[src/rtl/lsu_axi.sv]
// lsu_axi: load/store unit issuing one single-beat AXI4 read or write per accepted operation
// Ports: clk_i, rst_i (async active-high); e_* accept handshake from execute with the operation
//   fields; m_valid_o/m_ready_i/rdata_o/err_o result handshake to write-back; mst_ar/r/aw/w/b_*
//   AXI4 master channels (id, len and burst are tied off by the instantiating top).
// Option: YSYX_23060251_LSU_ALIGN_CHECK_EN makes misaligned half/word accesses complete locally
//   with err_o set and no bus traffic; without it they are issued as-is.
module lsu_axi #(
  parameter int ADDR_W = 32,
  parameter int DATA_W = 32
) (
  input  logic              clk_i,
  input  logic              rst_i,
  input  logic              e_valid_i,
  output logic              e_ready_o,
  input  logic [ADDR_W-1:0] addr_i,
  input  logic [DATA_W-1:0] wdata_i,
  input  logic              wenMem_i,
  input  logic              renMem_i,
  input  logic [1:0]        size_i,
  input  logic              is_load_signed_i,
  output logic              m_valid_o,
  input  logic              m_ready_i,
  output logic [DATA_W-1:0] rdata_o,
  output logic              err_o,
  output logic              mst_ar_valid_o,
  input  logic              mst_ar_ready_i,
  output logic [ADDR_W-1:0] mst_ar_addr_o,
  output logic [2:0]        mst_ar_size_o,
  input  logic              mst_r_valid_i,
  output logic              mst_r_ready_o,
  input  logic [DATA_W-1:0] mst_r_data_i,
  input  logic [1:0]        mst_r_resp_i,
  output logic              mst_aw_valid_o,
  input  logic              mst_aw_ready_i,
  output logic [ADDR_W-1:0] mst_aw_addr_o,
  output logic [2:0]        mst_aw_size_o,
  output logic              mst_w_valid_o,
  input  logic              mst_w_ready_i,
  output logic [DATA_W-1:0] mst_w_data_o,
  output logic [3:0]        mst_w_strb_o,
  output logic              mst_w_last_o,
  input  logic              mst_b_valid_i,
  output logic              mst_b_ready_o,
  input  logic [1:0]        mst_b_resp_i
);
  typedef enum logic [2:0] {IDLE, RD_A, RD_D, WR, WR_B, DONE} state_t;
  state_t state, state_n;
  logic [ADDR_W-1:0] addr_q;
  logic [1:0] size_q;
  logic sgn_q, mis;
  logic [DATA_W-1:0] sh, ext;
  assign e_ready_o = state == IDLE;
  assign mst_ar_addr_o = addr_q;
  assign mst_aw_addr_o = addr_q;
  assign mst_ar_size_o = {1'b0, size_q};
  assign mst_aw_size_o = {1'b0, size_q};
  assign mst_w_last_o = 1'b1;
`ifdef YSYX_23060251_LSU_ALIGN_CHECK_EN
  assign mis = (renMem_i | wenMem_i) & (((size_i == 2'd1) & addr_i[0]) | ((size_i == 2'd2) & (addr_i[1:0] != 2'd0)));
`else
  assign mis = 1'b0;
`endif
  assign sh = mst_r_data_i >> {addr_q[1:0], 3'b000};
  assign ext = size_q == 2'd0 ? {{24{sgn_q & sh[7]}}, sh[7:0]} :
               size_q == 2'd1 ? {{16{sgn_q & sh[15]}}, sh[15:0]} : sh;
  always_ff @(posedge clk_i or posedge rst_i)
    if (rst_i) state <= IDLE;
    else state <= state_n;
  // WR leaves once each of AW and W is either already done or handshaking now
  always_comb begin
    state_n = state;
    case (state)
      IDLE: if (e_valid_i) state_n = mis ? DONE : renMem_i ? RD_A : wenMem_i ? WR : DONE;
      RD_A: if (mst_ar_ready_i) state_n = RD_D;
      RD_D: if (mst_r_valid_i) state_n = DONE;
      WR:   if ((!mst_aw_valid_o || mst_aw_ready_i) && (!mst_w_valid_o || mst_w_ready_i)) state_n = WR_B;
      WR_B: if (mst_b_valid_i) state_n = DONE;
      DONE: if (m_ready_i) state_n = IDLE;
      default: state_n = IDLE;
    endcase
  end
  // Handshake outputs are registered copies of the next state so nothing input-to-output is combinational
  always_ff @(posedge clk_i or posedge rst_i)
    if (rst_i) begin
      mst_ar_valid_o <= 1'b0;
      mst_r_ready_o <= 1'b0;
      mst_aw_valid_o <= 1'b0;
      mst_w_valid_o <= 1'b0;
      mst_b_ready_o <= 1'b0;
      m_valid_o <= 1'b0;
      rdata_o <= '0;
      err_o <= 1'b0;
      addr_q <= '0;
      size_q <= 2'd0;
      sgn_q <= 1'b0;
      mst_w_data_o <= '0;
      mst_w_strb_o <= 4'd0;
    end else begin
      mst_ar_valid_o <= state_n == RD_A;
      mst_r_ready_o <= state_n == RD_D;
      mst_aw_valid_o <= (state_n == WR) & ((state != WR) | (mst_aw_valid_o & ~mst_aw_ready_i));
      mst_w_valid_o <= (state_n == WR) & ((state != WR) | (mst_w_valid_o & ~mst_w_ready_i));
      mst_b_ready_o <= state_n == WR_B;
      m_valid_o <= state_n == DONE;
      if (e_ready_o & e_valid_i) begin
        addr_q <= addr_i;
        size_q <= size_i;
        sgn_q <= is_load_signed_i;
        mst_w_data_o <= wdata_i << {addr_i[1:0], 3'b000};
        mst_w_strb_o <= (size_i == 2'd0 ? 4'b0001 : size_i == 2'd1 ? 4'b0011 : 4'b1111) << addr_i[1:0];
        rdata_o <= '0;
        err_o <= mis;
      end
      if ((state == RD_D) & mst_r_valid_i) begin
        rdata_o <= ext;
        err_o <= mst_r_resp_i != 2'd0;
      end
      if ((state == WR_B) & mst_b_valid_i) err_o <= mst_b_resp_i != 2'd0;
    end
endmodule

[config.mk]
export PLATFORM = sky130hd
export DESIGN_NAME = lsu_axi
export DESIGN_NICKNAME = d
export VERILOG_FILES = /design/src/rtl/lsu_axi.sv
export SDC_FILE = /design/constraint.sdc
export NUM_CORES = 1
export LEC_CHECK = 0
export CAP_MARGIN = 30
export CORE_ASPECT_RATIO = 0.8
export CORE_MARGIN = 2
export CORE_UTILIZATION = 35
export DETAILED_ROUTE_END_ITERATION = 12
export PLACE_DENSITY = 0.76
export REMOVE_ABC_BUFFERS = 1
export SLEW_MARGIN = 40
export SYNTH_ARGS = -nofsm -noshare
export SYNTH_HDL_FRONTEND = slang
export SYNTH_SLANG_ARGS = --single-unit
[constraint.sdc]
create_clock -name clk_i -period 4.35 [get_ports clk_i]
set_input_delay 0.435 -clock clk_i [delete_from_list [all_inputs] [get_ports clk_i]]
set_output_delay 0.435 -clock clk_i [all_outputs]
set_load 0.005 [all_outputs]
Yosys cells after proc, flatten, opt, wreduce, memory -nomap -nowiden
Index checks and enable logic that the tools add are counted.
{ "op_classes": {"n_reduce_logical": 12, "bitwise_logic": 13, "mux": 18, "eq_ne": 13, "n_shift": 3} }
{ "op_table": {"columns": ["cell", "count"], "rows": [
  ["$mux 32", 4],
  ["$shl 32x5->32", 1],
  ["$shr 32x5->32", 1],
  ["$mux 3", 8],
  ["$pmux 3 s6", 1],
  ["$eq 3x2->1 const B", 4],
  ["$eq 3x3->1 const B", 4],
  ["$and 1x1->1", 9],
  ["$mux 4", 2],
  ["$eq 3x1->1 const B", 2],
  ["$reduce_bool 2->1", 3],
  ["$eq 2x1->1 const B", 2],
  ["$logic_not 2->1", 2],
  ["$shl 4x2->4", 1],
  ["$logic_not 3->1", 1],
  ["$mux 1", 3],
  ["$ne 3x2->1 const B", 1],
  ["$reduce_bool 3->1", 1],
  ["$logic_not 1->1", 2],
  ["$logic_or 1x1->1", 2],
  ["$not 1->1", 2],
  ["$or 1x1->1", 2],
  ["$logic_and 1x1->1", 1]
]} }
{ "word_totals": {"word_cells": 73, "regBits": 113, "out_inout_bits": 147} }

Depth between registers and ports, before layout
Gate-level depths: netlist of the first run.
{ "depth": {"word_depth": 7, "mapped_depth": 7, "depth_no_buf": 4} }

Worst setup path after synthesis of the first run
OpenSTA, ideal clock, no wires.
{ "synth_timing": {"kind": "register to register", "from": "register state[2]", "to": "register rdata_o[21]", "synth_period_minus_slack_ns": 1.742, "arrival_time_ns": 1.616, "t_required_ns": 4.224, "stages_incl_launch_ff": 7, "path_slack_ns": 2.608, "path_buffers": 3, "setup_time_ns": 0.126, "cell_sequence": "dfrtp_1 -> buf_2 -> nor4b_1 -> buf_2 -> nor2_1 -> clkbuf_1 -> a221o_1"} }
{ "synth_via": {"elab_chain_len": 3, "word_cells_on_any_way": 6} }
{ "synth_lines": {"columns": ["item", "line", "rtl"], "rows": [
  ["start, declared", "47", "state_t state, state_n;"],
  ["start signal, assigned", "68", "else state <= state_n;"],
  ["$eq 3x2->1 / $logic_not 3->1 (equally long branches)", "114, 52", null],
  ["$and 1x1->1, on equally long branches", "114, 105", null],
  ["$mux 32 / $reduce_bool 2->1 (equally long branches)", null, null],
  ["end signal, assigned", "115", "rdata_o <= ext;"],
  ["end, declared", "23", "output logic [DATA_W-1:0] rdata_o,"]
]} }
Several ways; a longest one is shown, not always the timed one.
A chain may end at the register's enable or synchronous reset.

Final worst setup path of the first run
{ "layout_timing": {"from": "register state[0]", "to": "register rdata_o[27]"} }
The elaborated chain is that of the path after synthesis.

==> results.toml, run 1 <==
[finish]
antenna_cells = 0
fin_cells = 1026
finalNetCount = 912
layout-drive-gt1-share = 0.0851
post-route-util = 0.555
area_growth_pct = 56.2
final_cell_area_mm2 = 0.00868

[min_path]
hold_class = "flop to flop"

[drt]
vias_per_cell = 4.90
first_iter_violations = 229
drtAntennaViolNets = 0
dr_total_vias = 5029
route.detailed.drc = 0
wl_mm = 17.3
drt_first_pass_iters = 4
wl_per_cell_um = 16.8

[floorplanning]
die_w_um = 145
coreArea_mm2 = 0.0156
io_pins = 261
rows = 41
initial_core_util = 0.355
die_area_mm2 = 0.0169
die_h_um = 117

[sta]
rsz0062_at_grt = "no"
finalSetupViolCount = 0
slew_headroom = 0.476
skew_ps = 6.20
min_period_over_period = 0.567
fmax_mhz = 406
hold_viol = 0
worst_pin_slew_ps = 785
drv_slew = 0
fin_crit_ps = 2460

[power_and_ir_drop]
swShare = 0.328
seq_power_share = 0.326
ir_drop_uv = 302
p_leak_nw = 3.86
power_switching_mw = 1.89
powerDensity_mw_per_mm2 = 664
intPower_mw = 3.87
power_frac_clock = 0.234
power_frac_comb = 0.440

[synth]
ys_seq_area_frac = 0.509
synth_edf_count = 0
syn_inst = 587
synth_ff_type = "dfrtp_1"
yosysWarnings = 0
synthesis.area_mm2 = 0.00556
synth.lib_cells_used.distinct = 43
synth_area_per_cell_um2 = 9.47
synth_area_leaders = "dfrtp_1 51%, nand2_1 12%, mux2i_1 5.2%"
async_flop_share = 1.00
ys_ff_latch = 113
yosys.area.top_type = "dfrtp_1"
synth_top_area_frac = 0.509

[cts]
cts_made_buffers = 17
postCtsSetupBuffers = 0
cts_tree = "done"
path_clk_slew_ps = 50
cts.sinks = 113
insertion_delay_ps = 410
cts-resized-gates = 0
cts.hold.buffers_added = 0
cts_max_path_buffers = 2
cts_root_buf = "clkbuf_16"
h-tree-depth = 4

[grt]
grt_pass1_wl_mm = 26.2
grt-ovfl-total = 0
grt_max_degree = 78
antenna_found_initial = 0
grt_pass1_vias = 4965
grt_usage = 0.204

[worst_setup_path]
cp_top_family = "simple AND/OR/NAND/NOR gates"
cpPeakStageDelay_ps = 710
critPathLaunchType = "flop"
path_cells = "nand4bb_1 -> nor3b_2 -> and2b_1 -> a221o_1"
crit_buf_inv = 0
cp-end-kind = "flop"
critPathKind = "flop to flop"
worstPathArrival_ps = 2810
worst_path_max_delay_cell = "nor3b_2"
worstPathMaxFanout = 12
critPathRequiredTime_ps = 4700

[job]
max-cap-violations = 0

[placement]
placedCellCount = 994
place_area_mm2 = 0.00810
hpwl_mm = 12.3
port_buffers = 257
finalWeightedCongestion = 0.821

[status]
status = "finished, final reports clean"
layer usage:
metal / share of wire / GRT usage / up-vias / wire length [µm]
met2: 0.45 / 0.314 / 233 / 7840
li1: - / - / 2400 / -
met4: 0.014 / 0.0673 / 0 / 243
met1: 0.42 / 0.259 / 2376 / 7200
met3: 0.11 / 0.0877 / 20 / 1980
met5: 0 / 0 / - / 0
cell families (layout without fill, tap and decap cells):
group                  after synthesis  count (layout)  share of synthesized area
flip-flops                         113             113                      0.509
multiplexers                        47              47                     0.0887
buffers and inverters               80             303                     0.0824
XOR/XNOR                             1               1                    0.00158
AND/OR/NAND/NOR                    236             236                      0.182
other                                2               3                    0.00135
AO/OA/AOI/OAI                      108             108                      0.135
flip-flops by register name, summed over array words and instances (netlist names):
| register | cells |
|---|---|
| mst_r_ready_o | 1 |
| state | 3 |
| mst_b_ready_o | 1 |
| mst_aw_valid_o | 1 |
| sgn_q | 1 |
| err_o | 1 |
| mst_w_strb_o | 4 |
| mst_w_valid_o | 1 |
| mst_w_data_o | 32 |
| rdata_o | 32 |
| m_valid_o | 1 |
| mst_ar_addr_o | 32 |
| size_q | 2 |
| mst_ar_valid_o | 1 |
cell usage in the layout, fill, tap and decap left out, types with 8 or more instances in the layout:
master / instances
a21oi_1: 22
a221o_1: 16
a22o_1: 8
buf_4: 8
clkbuf_16: 17
clkdlybuf4s50_1: 257
dfrtp_1: 113
mux2_2: 18
mux2i_1: 29
nand2_1: 175
nand3_1: 12
nor2_1: 17
o211ai_1: 9
o21ai_0: 28
o31ai_1: 9
final cells by class:
type | instances | area (µm²)
Sequential cell | 113 | 2830
Fill cell | 1402 | 6970
Clock inverter | 10 | 110
Timing Repair Buffer | 267 | 2680
Inverter | 4 | 20.0
Multi-Input combinational cell | 395 | 2310
Clock buffer | 22 | 464
Tap cell | 215 | 269
path summary, 6_finish.rpt:
kind	from	endpoint	slack [ps]	cells past startpoint
hold reg to reg	mst_w_data_o[7]$_DFFE_PP0P_	mst_w_data_o[7]$_DFFE_PP0P_	470	2
hold / removal	mst_w_data_o[7]$_DFFE_PP0P_	mst_w_data_o[7]$_DFFE_PP0P_	470	2
max in group asynchronous	rst_i	mst_w_data_o[31]$_DFFE_PP0P_	3040	3
setup / recovery	state[0]$_DFF_PP0_	rdata_o[27]$_DFFE_PP0P_	1890	4
setup reg to reg	state[0]$_DFF_PP0_	rdata_o[27]$_DFFE_PP0P_	1890	4
min in group asynchronous	rst_i	mst_ar_addr_o[5]$_DFFE_PP0P_	490	2
power by group through the flow:
stage,sequential (mW),combinational (mW),clock [mW]
4_1_cts,1.88,2.56,1.37
2_1_floorplan,1.92,0.865,0
6_report,1.88,2.54,1.35
3_3_place_gp,1.89,2.47,0
3_5_place_dp,1.88,2.56,0
5_1_grt,1.94,2.80,1.42
Yosys cell counts (all sizes together) (2+ instances only):
| library cell | n |
|---|---|
| a211o | 2 |
| a211oi | 2 |
| a21o | 2 |
| a21oi | 22 |
| a221o | 16 |
| a22o | 8 |
| a31oi | 5 |
| a32o | 2 |
| and3 | 2 |
| buf | 55 |
| clkbuf | 21 |
| conb | 2 |
| dfrtp | 113 |
| inv | 4 |
| mux2 | 18 |
| mux2i | 29 |
| nand2 | 175 |
| nand2b | 4 |
| nand3 | 12 |
| nand3b | 3 |
| nor2 | 19 |
| nor2b | 5 |
| nor3 | 4 |
| nor3b | 3 |
| nor4b | 2 |
| o211ai | 10 |
| o21ai | 28 |
| o31ai | 9 |
stage by stage:
stage | worst slack, ps | total power, mW | setup TNS (ps) | hold slack, ps
2_1_floorplan | -2860 | 2.78 | -139130 | 463
3_3_place_gp | 1630 | 4.35 | 0 | 449
3_5_place_dp | 1600 | 4.44 | 0 | 460
4_1_cts | 1900 | 5.82 | 0 | 474
5_1_grt | 1680 | 6.16 | 0 | 497
6_report | 1890 | 5.77 | 0 | 470
worst reg2reg max path, stage by stage (launching register included):
cell       delay (ps)
dfrtp_1           510
nand4bb_1         680
nor3b_2           710
and2b_1           320
a221o_1           180
Power figures use the tool's default switching activity.
==> inputs of run 2 (changes only) <==
--- a/config.mk
+++ b/config.mk
@@ -10,7 +10,7 @@
 export CORE_MARGIN = 2
 export CORE_UTILIZATION = 35
 export DETAILED_ROUTE_END_ITERATION = 12
-export PLACE_DENSITY = 0.76
+export PLACE_DENSITY = 0.79
 export REMOVE_ABC_BUFFERS = 1
 export SLEW_MARGIN = 40
 export SYNTH_ARGS = -nofsm -noshare
==> constraint.sdc (replaced) <==
create_clock -name clk_i -period 2.16 [get_ports clk_i]
set_input_delay 0.216 -clock clk_i [delete_from_list [all_inputs] [get_ports clk_i]]
set_output_delay 0.216 -clock clk_i [all_outputs]
set_load 0.005 [all_outputs]
==> run 2 against run 1 <==
- combinational power up 110%
- critical path depth decreased by 2
- clock power increased by 95%
- wire length down 2.4%
- die area is the same
- via count grew 1.7%
- largest cell class unchanged
- worst hold slack worse by 150 ps
- total power grew 100%
- global-route usage decreased by 0.75 points
- count of clock-buffer cells in the layout decreased by 3
- flip-flop and latch count is the same
- sequential share of layout area down 0.26 points
==> results.toml, run 2 (synthesis gave the netlist of run 1 again) <==
[grt]
grt_usage = 0.196
grt_busiest_layer = "met2"
grt.met1_usage = 0.243
grt-ovfl-total = 0
grt_pass1_wl_mm = 25.4
grt_use_met3 = 0.0820
met2_usage = 0.314
grt_max_degree = 114
grt_pass1_vias = 4928
antenna_found_initial = 0

[sta]
rsz0062_at_grt = "no"
fmax_mhz = 495
hold_viol = 0
drv_slew = 0
fin_tns_setup_ps = 0
slew_headroom = 0.480
min_period_over_period = 0.935
fin_crit_ps = 2020
skew_ps = 8.64
finalSetupViolCount = 0
worst_pin_slew_ps = 780

[floorplanning]
coreArea_mm2 = 0.0156
io_pins = 261
die_area_mm2 = 0.0169
initial_core_util = 0.355
rows = 41
die_w_um = 145
die_h_um = 117

[worst_setup_path]
cpPeakStageDelay_ps = 580
worst_path_max_delay_cell = "clkdlybuf4s50_1"
worstPathMaxFanout = 35
path_cells = "buf_4 -> clkdlybuf4s50_1"
worstPathArrival_ps = 1800
critPathLaunchType = "flop"
crit_buf_inv = 2
cp_top_family = "buffers and inverters"
cp-end-kind = "output port"
critPathKind = "flop to output port"
critPathRequiredTime_ps = 1940

[drt]
route.detailed.drc = 0
drt_first_pass_iters = 4
drtAntennaViolNets = 0
first_iter_violations = 277
vias_per_cell = 4.94
wl_per_cell_um = 16.3
dr_total_vias = 5113
wl_mm = 16.9

[placement]
finalWeightedCongestion = 0.823
hpwl_mm = 11.9
port_buffers = 257

[finish]
final_common_cell = "clkdlybuf4s50_1"
layout_common_cells = "257 x clkdlybuf4s50_1, 175 x nand2_1, 113 x dfrtp_1"
fill_cells = 1380
register_area_mm2 = 0.00283
multi_input_area_mm2 = 0.00230
finalNetCount = 924
layout-drive-gt1-share = 0.0962
post-route-util = 0.559
area_growth_pct = 57.4
antenna_cells = 0

[power_and_ir_drop]
power_switching_mw = 3.81
ir_drop_uv = 708
p_total_mw = 11.6
power_frac_clock = 0.226
powerDensity_mw_per_mm2 = 1330
swShare = 0.328
power_frac_comb = 0.458
seq_power_share = 0.316
intPower_mw = 7.82
p_leak_nw = 3.92

[cts]
insertion_delay_ps = 410
postCtsSetupBuffers = 0
path_clk_slew_ps = 50
cts.sinks = 113
cts_tree = "done"
cts-resized-gates = 0
h-tree-depth = 4
cts_made_buffers = 17
cts_max_path_buffers = 2
cts_root_buf = "clkbuf_16"
cts.hold.buffers_added = 0

[min_path]
hold_class = "input port to async pin"

[status]
status = "finished, final reports clean"

[job]
max-cap-violations = 0
==> run 2: final cells by class <==
class	instances	area share
inverter	4	0.00200
tap	215	0.0307
clock buffer	19	0.0506
clock inverter	11	0.0133
multi-input combinational	395	0.263
sequential	113	0.323
timing repair buffer	279	0.317
==> run 2: layer usage <==
metal,vias to the layer above,routed length [µm],share of wire
li1,2427,-,-
met1,2422,6870,0.41
met2,248,7870,0.47
met3,16,1930,0.11
met4,0,189,0.011
met5,-,0,0
==> run 2: stage by stage <==
stage,setup WS (ps),hold WS [ps],cell area [µm²],instances
3_3_place_gp,-134,448,8180,1006
2_1_floorplan,-5050,314,5120,512
4_1_cts,129,323,8750,1036
6_report,140,319,8750,1036
3_5_place_dp,82.1,455,8190,1006
5_1_grt,19.9,319,8750,1036
==> run 2: worst register-to-register path: cells and delay by family, from the launching register on <==
kind                   cells  cell delay (ps)
AOI/OAI and AO/OA          1              220
buffers and inverters      2              700
DFF                        1              370
and+or+nand+nor            2              520
==> run 2: power groups by stage <==
stage	registers, mW	clock network, mW	logic (mW)
floorplan	3.86	0	1.74
global placement	3.67	0	5.23
detailed placement	3.68	0	5.34
global route	3.79	2.78	5.84
finish	3.68	2.63	5.32
CTS	3.68	2.68	5.36
==> run 2: path summary, 6_finish.rpt <==
kind | to | slack, ps | cells after the start | from
min reg2reg | mst_w_data_o[2]$_DFFE_PP0P_ | 460 | 2 | mst_w_data_o[2]$_DFFE_PP0P_
min in group clk_i | mst_ar_addr_o[20]$_DFFE_PP0P_ | 340 | 3 | addr_i[20]
max | mst_aw_addr_o[0] | 140 | 2 | mst_ar_addr_o[0]$_DFFE_PP0P_
min | mst_ar_addr_o[3]$_DFFE_PP0P_ | 320 | 3 | rst_i
max reg2reg | mst_w_data_o[26]$_DFFE_PP0P_ | 280 | 5 | state[2]$_DFF_PP0_
max in group asynchronous | rdata_o[31]$_DFFE_PP0P_ | 1390 | 3 | rst_i
==> inputs of run 3 (changes only) <==
--- a/config.mk
+++ b/config.mk
@@ -6,11 +6,13 @@
 export NUM_CORES = 1
 export LEC_CHECK = 0
 export CAP_MARGIN = 30
+export CELL_PAD_IN_SITES_DETAIL_PLACEMENT = 0
+export CELL_PAD_IN_SITES_GLOBAL_PLACEMENT = 1
 export CORE_ASPECT_RATIO = 0.8
 export CORE_MARGIN = 2
-export CORE_UTILIZATION = 35
+export CORE_UTILIZATION = 27
 export DETAILED_ROUTE_END_ITERATION = 12
-export PLACE_DENSITY = 0.79
+export PLACE_DENSITY = 0.83
 export REMOVE_ABC_BUFFERS = 1
 export SLEW_MARGIN = 40
 export SYNTH_ARGS = -nofsm -noshare
==> run 3 against run 2 <==
- die area increased by 29%
- critical endpoint is now mst_ar_addr_o[1]
- combinational power decreased by 3%
- largest cell class unchanged
- critical path depth unchanged
- register-to-register slack got worse by 70 ps
==> results.toml, run 3 (synthesis gave the netlist of run 1 again) <==
[finish]
finalNetCount = 920
final_common_cell = "clkdlybuf4s50_1"
fill_cells = 1952
layout-drive-gt1-share = 0.0952
fin_cells = 1084
area_growth_pct = 59.7
layout_common_cells = "256 x clkdlybuf4s50_1, 175 x nand2_1, 113 x dfrtp_1"

[floorplanning]
initial_core_util = 0.277
coreArea_mm2 = 0.0200
die_area_mm2 = 0.0218
die_w_um = 164
die_h_um = 132
rows = 46
io_pins = 261

[worst_setup_path]
critPathRequiredTime_ps = 1940
worst_path_max_delay_cell = "clkdlybuf4s50_1"
cp-end-kind = "output port"
crit_buf_inv = 2
path_cells = "buf_6 -> clkdlybuf4s50_1"
critPathLaunchType = "flop"
worstPathMaxFanout = 24
worstPathArrival_ps = 1790
crit_path_start = "mst_ar_addr_o[1]$_DFFE_PP0P_"
reg2regPathDepth = 3
cp_top_family = "buffers and inverters"
reg2reg_to = "rdata_o[15]$_DFFE_PP0P_"
r2r_start = "state[0]$_DFF_PP0_"
cpPeakStageDelay_ps = 550
critPathKind = "flop to output port"
rrSetupSlack_ps = 210

[cts]
cts.hold.buffers_added = 0
cts_max_path_buffers = 2
cts_made_buffers = 17
cts.sinks = 113
cts_root_buf = "clkbuf_16"
cts_tree = "done"
postCtsSetupBuffers = 0
insertion_delay_ps = 410
path_clk_slew_ps = 50
h-tree-depth = 4

[min_path]
hold_class = "input port to async pin"

[grt]
grt_usage = 0.164
antenna_found_initial = 0
grt_pass1_vias = 5160
grt-ovfl-total = 0
grt_max_degree = 91
grt_pass1_wl_mm = 28.2

[sta]
min_period_over_period = 0.926
fin_tns_setup_ps = 0
fin_crit_ps = 2000
holdWs_ps = 217
worst_pin_slew_ps = 774
slew_headroom = 0.482
fmax_mhz = 500
hold_viol = 0
rsz0062_at_grt = "no"
skew_ps = 8.63
fin_ws_ps = 159
drv_slew = 0
finalSetupViolCount = 0

[power_and_ir_drop]
power_frac_comb = 0.433
intPower_mw = 8.08
p_leak_nw = 3.93
powerDensity_mw_per_mm2 = 1350
power_switching_mw = 3.87
seq_power_share = 0.314
swShare = 0.324
ir_drop_uv = 617
power_frac_clock = 0.253

[drt]
dr_total_vias = 5004
dr.max_layer_used = "met4"
drt_first_pass_iters = 4
vias_per_cell = 4.62
m1WireLength_mm = 8.01
wl_per_cell_um = 16.6
drtAntennaViolNets = 0
wl_mm = 17.9
wl_met2_mm = 7.93
first_iter_violations = 309
route.detailed.drc = 0
wl_met3_mm = 1.78

[status]
status = "finished, final reports clean"

[placement]
port_buffers = 257
hpwl_mm = 12.6
pre_cts_slack_ps = 133
placedCellCount = 1051
finalWeightedCongestion = 0.795

[job]
max-cap-violations = 0
==> run 3: cell count changes in the layout (fill, tap and decap cells not counted), moves of 2 or more <==
cell,change
buf_12,+2
buf_4,-7
bufinv_16,+2
clkinv_2,-4
==> run 3: routing by layer <==
layer	vias up	global-route usage
met2	208	0.247
met3	15	0.0654
li1	2414	-
met4	0	0.0488
met5	-	0
met1	2367	0.216
==> run 3: worst reg2reg max path: stages (launching register included) <==
cell and delay, ps:
dfrtp_1 500, nand4bb_1 450, a31oi_1 700, a22o_1 230
==> run 3: cell type report <==
cell class,instances,area [µm²],share of cell area
antenna,1,2.50,0.000282
clock buffer,20,457,0.0515
clock inverter,12,181,0.0204
inverter,4,17.5,0.00197
multi-input combinational,395,2290,0.258
sequential,113,2830,0.319
tap,264,330,0.0372
timing repair buffer,275,2770,0.312
==> run 3: worst max path at each step <==
stage	to	slack (ps)	cells past startpoint
2_1_floorplan	rdata_o[16]$_DFFE_PP0P_	-5050	3
3_3_place_gp	rdata_o[8]$_DFFE_PP0P_	170	4
3_5_place_dp	rdata_o[13]$_DFFE_PP0P_	130	4
4_1_cts	mst_ar_addr_o[1]	50	2
5_1_grt	mst_aw_addr_o[1]	80	2
6_report	mst_ar_addr_o[1]	160	2
==> run 3: timing repair <==
| action | 4_1_cts | 5_1_grt |
|---|---|---|
| setup endpoints to repair | 0 | 2 |
| gates resized for setup | 0 | 1 |
| endpoints found under the hold margin | 0 | 0 |
==> run 3: power groups by stage <==
stage | clock network [mW] | registers, mW | logic (mW)
after floorplan | 0 | 3.86 | 1.74
after global placement | 0 | 3.75 | 5.18
after detailed placement | 0 | 3.75 | 5.24
after CTS | 3.10 | 3.75 | 5.25
after global routing | 3.21 | 3.87 | 5.69
final | 3.03 | 3.75 | 5.17
==> run 3: through the flow <==
| stage | total power [mW] | utilization | area (µm²) |
|---|---|---|---|
| 2_1_floorplan | 5.60 | - | 5120 |
| 3_3_place_gp | 8.92 | 0.411 | 8230 |
| 3_5_place_dp | 8.99 | 0.411 | 8230 |
| 4_1_cts | 12.1 | 0.443 | 8870 |
| 5_1_grt | 12.8 | 0.443 | 8870 |
| 6_report | 12.0 | 0.443 | 8870 |
==> patch 1: new RTL, config.mk and constraints of run 2 <==
Re-encode `state_t` (6 states) as one-hot, 6 bits wide.
--- a/src/rtl/lsu_axi.sv
+++ b/src/rtl/lsu_axi.sv
@@ -43,7 +43,7 @@
   output logic              mst_b_ready_o,
   input  logic [1:0]        mst_b_resp_i
 );
-  typedef enum logic [2:0] {IDLE, RD_A, RD_D, WR, WR_B, DONE} state_t;
+  typedef enum logic [5:0] {IDLE = 6'b000001, RD_A = 6'b000010, RD_D = 6'b000100, WR = 6'b001000, WR_B = 6'b010000, DONE = 6'b100000} state_t;
   state_t state, state_n;
   logic [ADDR_W-1:0] addr_q;
   logic [1:0] size_q;
Function: same outputs for any inputs over 4 cycles, from zero or initial values and one cycle with rst_i high; so few cycles prove little.
==> patch 1 against run 2 <==
- total power is 3.0% lower
- wire length is 1.8% lower
- largest power group unchanged
- worst setup slack worse by 0.046 ns
- design area is 4.1% higher
- sequential power is 7.1% lower
- register-to-register slack worse by 0.06 ns
- synthesized area is 3.3% higher
- sequential cell count is 3 higher
- critical path type unchanged
- via count is 2.6% lower
==> patch 1: results (changes against run 2) <==
Outcome
  – Status: finished clean

Place
  – Hpwl dp: 12.4 mm (+4.3%)
  – Placed instance area: 8410 um2 (+2.7%)
  – Dpl ws: 0.132 ns (+0.0498 ns)

Cells and area
  – Fraction of area in multi-input gates: 26.5% (+0.25 points)
  – Seq area share: 31.9% (-0.38 points)
  – Multi-input comb cells: 353 (-11%)
  – Signal buf overhead: 31.2% (-0.50 points)

Global route
  – Largest net degree at the start of global routing: 40 (-65%)
  – Met3 usage: 4.86% (-3.3 points)
  – Met1 Resource Use GR: 24.5% (+0.15 points)
  – Met2 usage: 30.9% (-0.48 points)

Drt
  – Vias: 4979 (-2.6%)
  – Met2 Routed Length: 8.14 mm (+3.3%)
  – WL final: 16.6 mm (-1.8%)
  – Vias/cell: 4.94 (+0.18%)

Critical path
  – FF-to-FF Start: state[3]$_DFF_PP0_
  – Worst path max stage delay: 0.50 ns (-0.08 ns)
  – FF-to-FF setup slack: 0.22 ns (-0.06 ns)
  – Worst setup path end: e_ready_o
  – Worst R2R Path Depth: 6 (+1)

Timing
  – Max_slew headroom: 53.4% (+5.4 points)
  – F_max: 484 MHz (-2.2%)

Synthesis
  – Sequential fraction of the synthesis area: 50.6% (-0.31 points)
  – Top cells by count, synth: dfrtp_1 (115), nand2_1 (62), o21ai_0 (57)
  – Gate Count Post-Synth: 549 (-6.5%)
  – Synth area leaders: dfrtp_1 (50%), mux2_2 (10%), mux2i_1 (6.1%)
  – Xor/xnor share of the synthesized area: 0% (-0.16 points)

Power
  – VDD IR max: 757 uV (+6.8%)
  – P_leak: 0.00386 uW (-1.5%)
  – Switch Pwr: 3450 uW (-9.4%)
## patch 1: cell types whose count changed in the layout (fill, tap and decap cells not counted), moves of 8 or more
cell	run 2	this run
a211oi_1	2	10
a21oi_1	22	36
a221o_1	16	0
a22o_1	8	17
mux2_2	18	51
nand2_1	175	61
nand3_1	12	2
nor2b_1	5	13
o211ai_1	9	0
o21ai_0	28	57
## patch 1: cell families (layout without fill, tap and decap cells)
| group | after synthesis | in the layout |
|---|---|---|
| other | 2 | 3 |
| DFF | 116 | 116 |
| buffers and inverters | 81 | 323 |
| and+or+nand+nor | 119 | 119 |
| muxes | 86 | 86 |
| AOI/OAI and AO/OA | 145 | 145 |
## patch 1: critical path: cells and delay by family (launching register included)
family,cells,cell delay [ns]
flops,1,0.45
simple gates,2,0.42
buf+inv,2,0.57
## patch 1: what timing repair did
item,CTS,global route
setup endpoints to repair,1,1
cloned,0,0
resized for setup,3,4
setup buffers,2,3
pin swaps,1,2
hold buffers,0,0
==> patch 2: new RTL, flow settings as in run 2 <==
Without the edit above. The parameter `ADDR_W` goes from 32 to 48.
--- a/src/rtl/lsu_axi.sv
+++ b/src/rtl/lsu_axi.sv
@@ -5,7 +5,7 @@
 // Option: YSYX_23060251_LSU_ALIGN_CHECK_EN makes misaligned half/word accesses complete locally
 //   with err_o set and no bus traffic; without it they are issued as-is.
 module lsu_axi #(
-  parameter int ADDR_W = 32,
+  parameter int ADDR_W = 48,
   parameter int DATA_W = 32
 ) (
   input  logic              clk_i,
Ports: changed (resized addr_i, mst_ar_addr_o and mst_aw_addr_o); port bits go from 261 to 309. The function was not compared with the original's and may differ.
==> patch 2 against run 2 <==
- die area grew 13%
- total power grew 15%
- worst setup slack gained 0.043 ns
- synthesized area grew 14%
- sequential share of layout area grew 0.20 points
- design area grew 13%
- largest cell class is now buffers
- count of clock-buffer cells in the layout grew 4
- wire length grew 18%
- sequential cell count grew 16
- critical path type is now flip-flop to flip-flop
- non-clock buffer count grew 50
==> patch 2: results (changes against run 2) <==
Outcome
  – Status: finished clean

Cells and area
  – Final net count: 1054 (+14%)
  – Layout cells sized above 1: 8.65% (-0.97 points)
  – Fillers: 1527 (+11%)

Drt
  – Vias/cell: 4.93 (-0.14%)
  – Routed len/inst: 17.2 um (+5.7%)
  – First DRT Iteration DRCs: 368 (+33%)

Synthesis
  – Sequential fraction of the synthesis area: 51.0% (+0.16 points)
  – Xor/xnor share of the synthesized area: 0.138% (-0.019 points)
  – Synth Area in Compound Gates: 12.1% (-1.4 points)
  – Synth area leaders: dfrtp_1 (51%), nand2_1 (13%), buf_4 (6.3%)
  – Distinct cells, synth: 42 (-2.3%)
  – Top cells by count, synth: nand2_1 (220), dfrtp_1 (129), buf_4 (53)

Critical path
  – Data arrival, critical path: 2.30 ns (+0.50 ns)
  – Crit-path max FO: 71 (+100%)
  – Reg-to-reg endpoint: mst_ar_valid_o$_DFF_PP0_
  – CP delay by family, top: simple AND/OR/NAND/NOR gates
  – Worst path max stage delay: 0.55 ns (-0.03 ns)
  – Slowest CP cell: nor4b_2

Place
  – Port bufs: 305 (+19%)
  – Final GP Congestion: 0.855 (+3.9%)
  – Placed instance area: 9290 um2 (+13%)
  – Hpwl dp: 14.3 mm (+20%)

Global route
  – Largest net degree at the start of global routing: 76 (-33%)
  – Vias in the first global route: 5823 (+18%)

Power
  – Sw frac: 32.8% (about the same)
  – P_leak: 0.00448 uW (+14%)

Timing
  – Fin Hold WS: 0.143 ns (-0.176 ns)
  – Max_slew headroom: 48.3% (+0.27 points)
-- patch 2: changes by cell type in the layout (fill, tap and decap cells not counted), moves of 4 or more --
| cell | change |
|---|---|
| nor2b_1 | +5 |
| nand2_1 | +45 |
| clkdlybuf4s50_1 | +48 |
| nand3_1 | -4 |
| clkinv_2 | -4 |
| dfrtp_1 | +16 |
| nor2_1 | +5 |
-- patch 2: per-layer routing --
layer | routed length [um] | up-vias | track usage [%]
met5 | 0 | - | 0
met3 | 1750 | 30 | 6.66
li1 | - | 2704 | -
met1 | 8470 | 2714 | 26.2
met4 | 368 | 0 | 7.46
met2 | 9380 | 274 | 33.2
-- patch 2: cell type report --
| cell class | instances | area [um2] | share of cell area (%) |
|---|---|---|---|
| clock buffers | 23 | 478 | 4.81 |
| clock inverters | 8 | 128 | 1.29 |
| inverters | 3 | 13.8 | 0.139 |
| multi-input cells | 444 | 2490 | 25.1 |
| flip-flops and latches | 129 | 3230 | 32.5 |
| well taps | 225 | 282 | 2.84 |
| repair buffers | 329 | 3310 | 33.3 |
-- patch 2: power groups by stage --
stage / Combinational [uW] / Clock, uW / Sequential, uW
floorplan: 1850 / 0 / 4340
global placement: 6090 / 0 / 4240
detailed placement: 6220 / 0 / 4250
CTS: 6240 / 3010 / 4260
global route: 6760 / 3120 / 4400
finish: 6210 / 2950 / 4260
-- patch 2: repair_timing --
item / CTS / global route
gates resized for setup: 1 / 2
setup endpoints to repair: 3 / 2
pin swaps: 0 / 0
-- patch 2: metrics by stage --
stage                     cells  worst slack (ns)
after floorplan             576             -6.70
after global placement     1130            -0.115
after detailed placement   1130            -0.178
after CTS                  1161            0.0598
after global routing       1161            0.0251
final                      1161             0.183
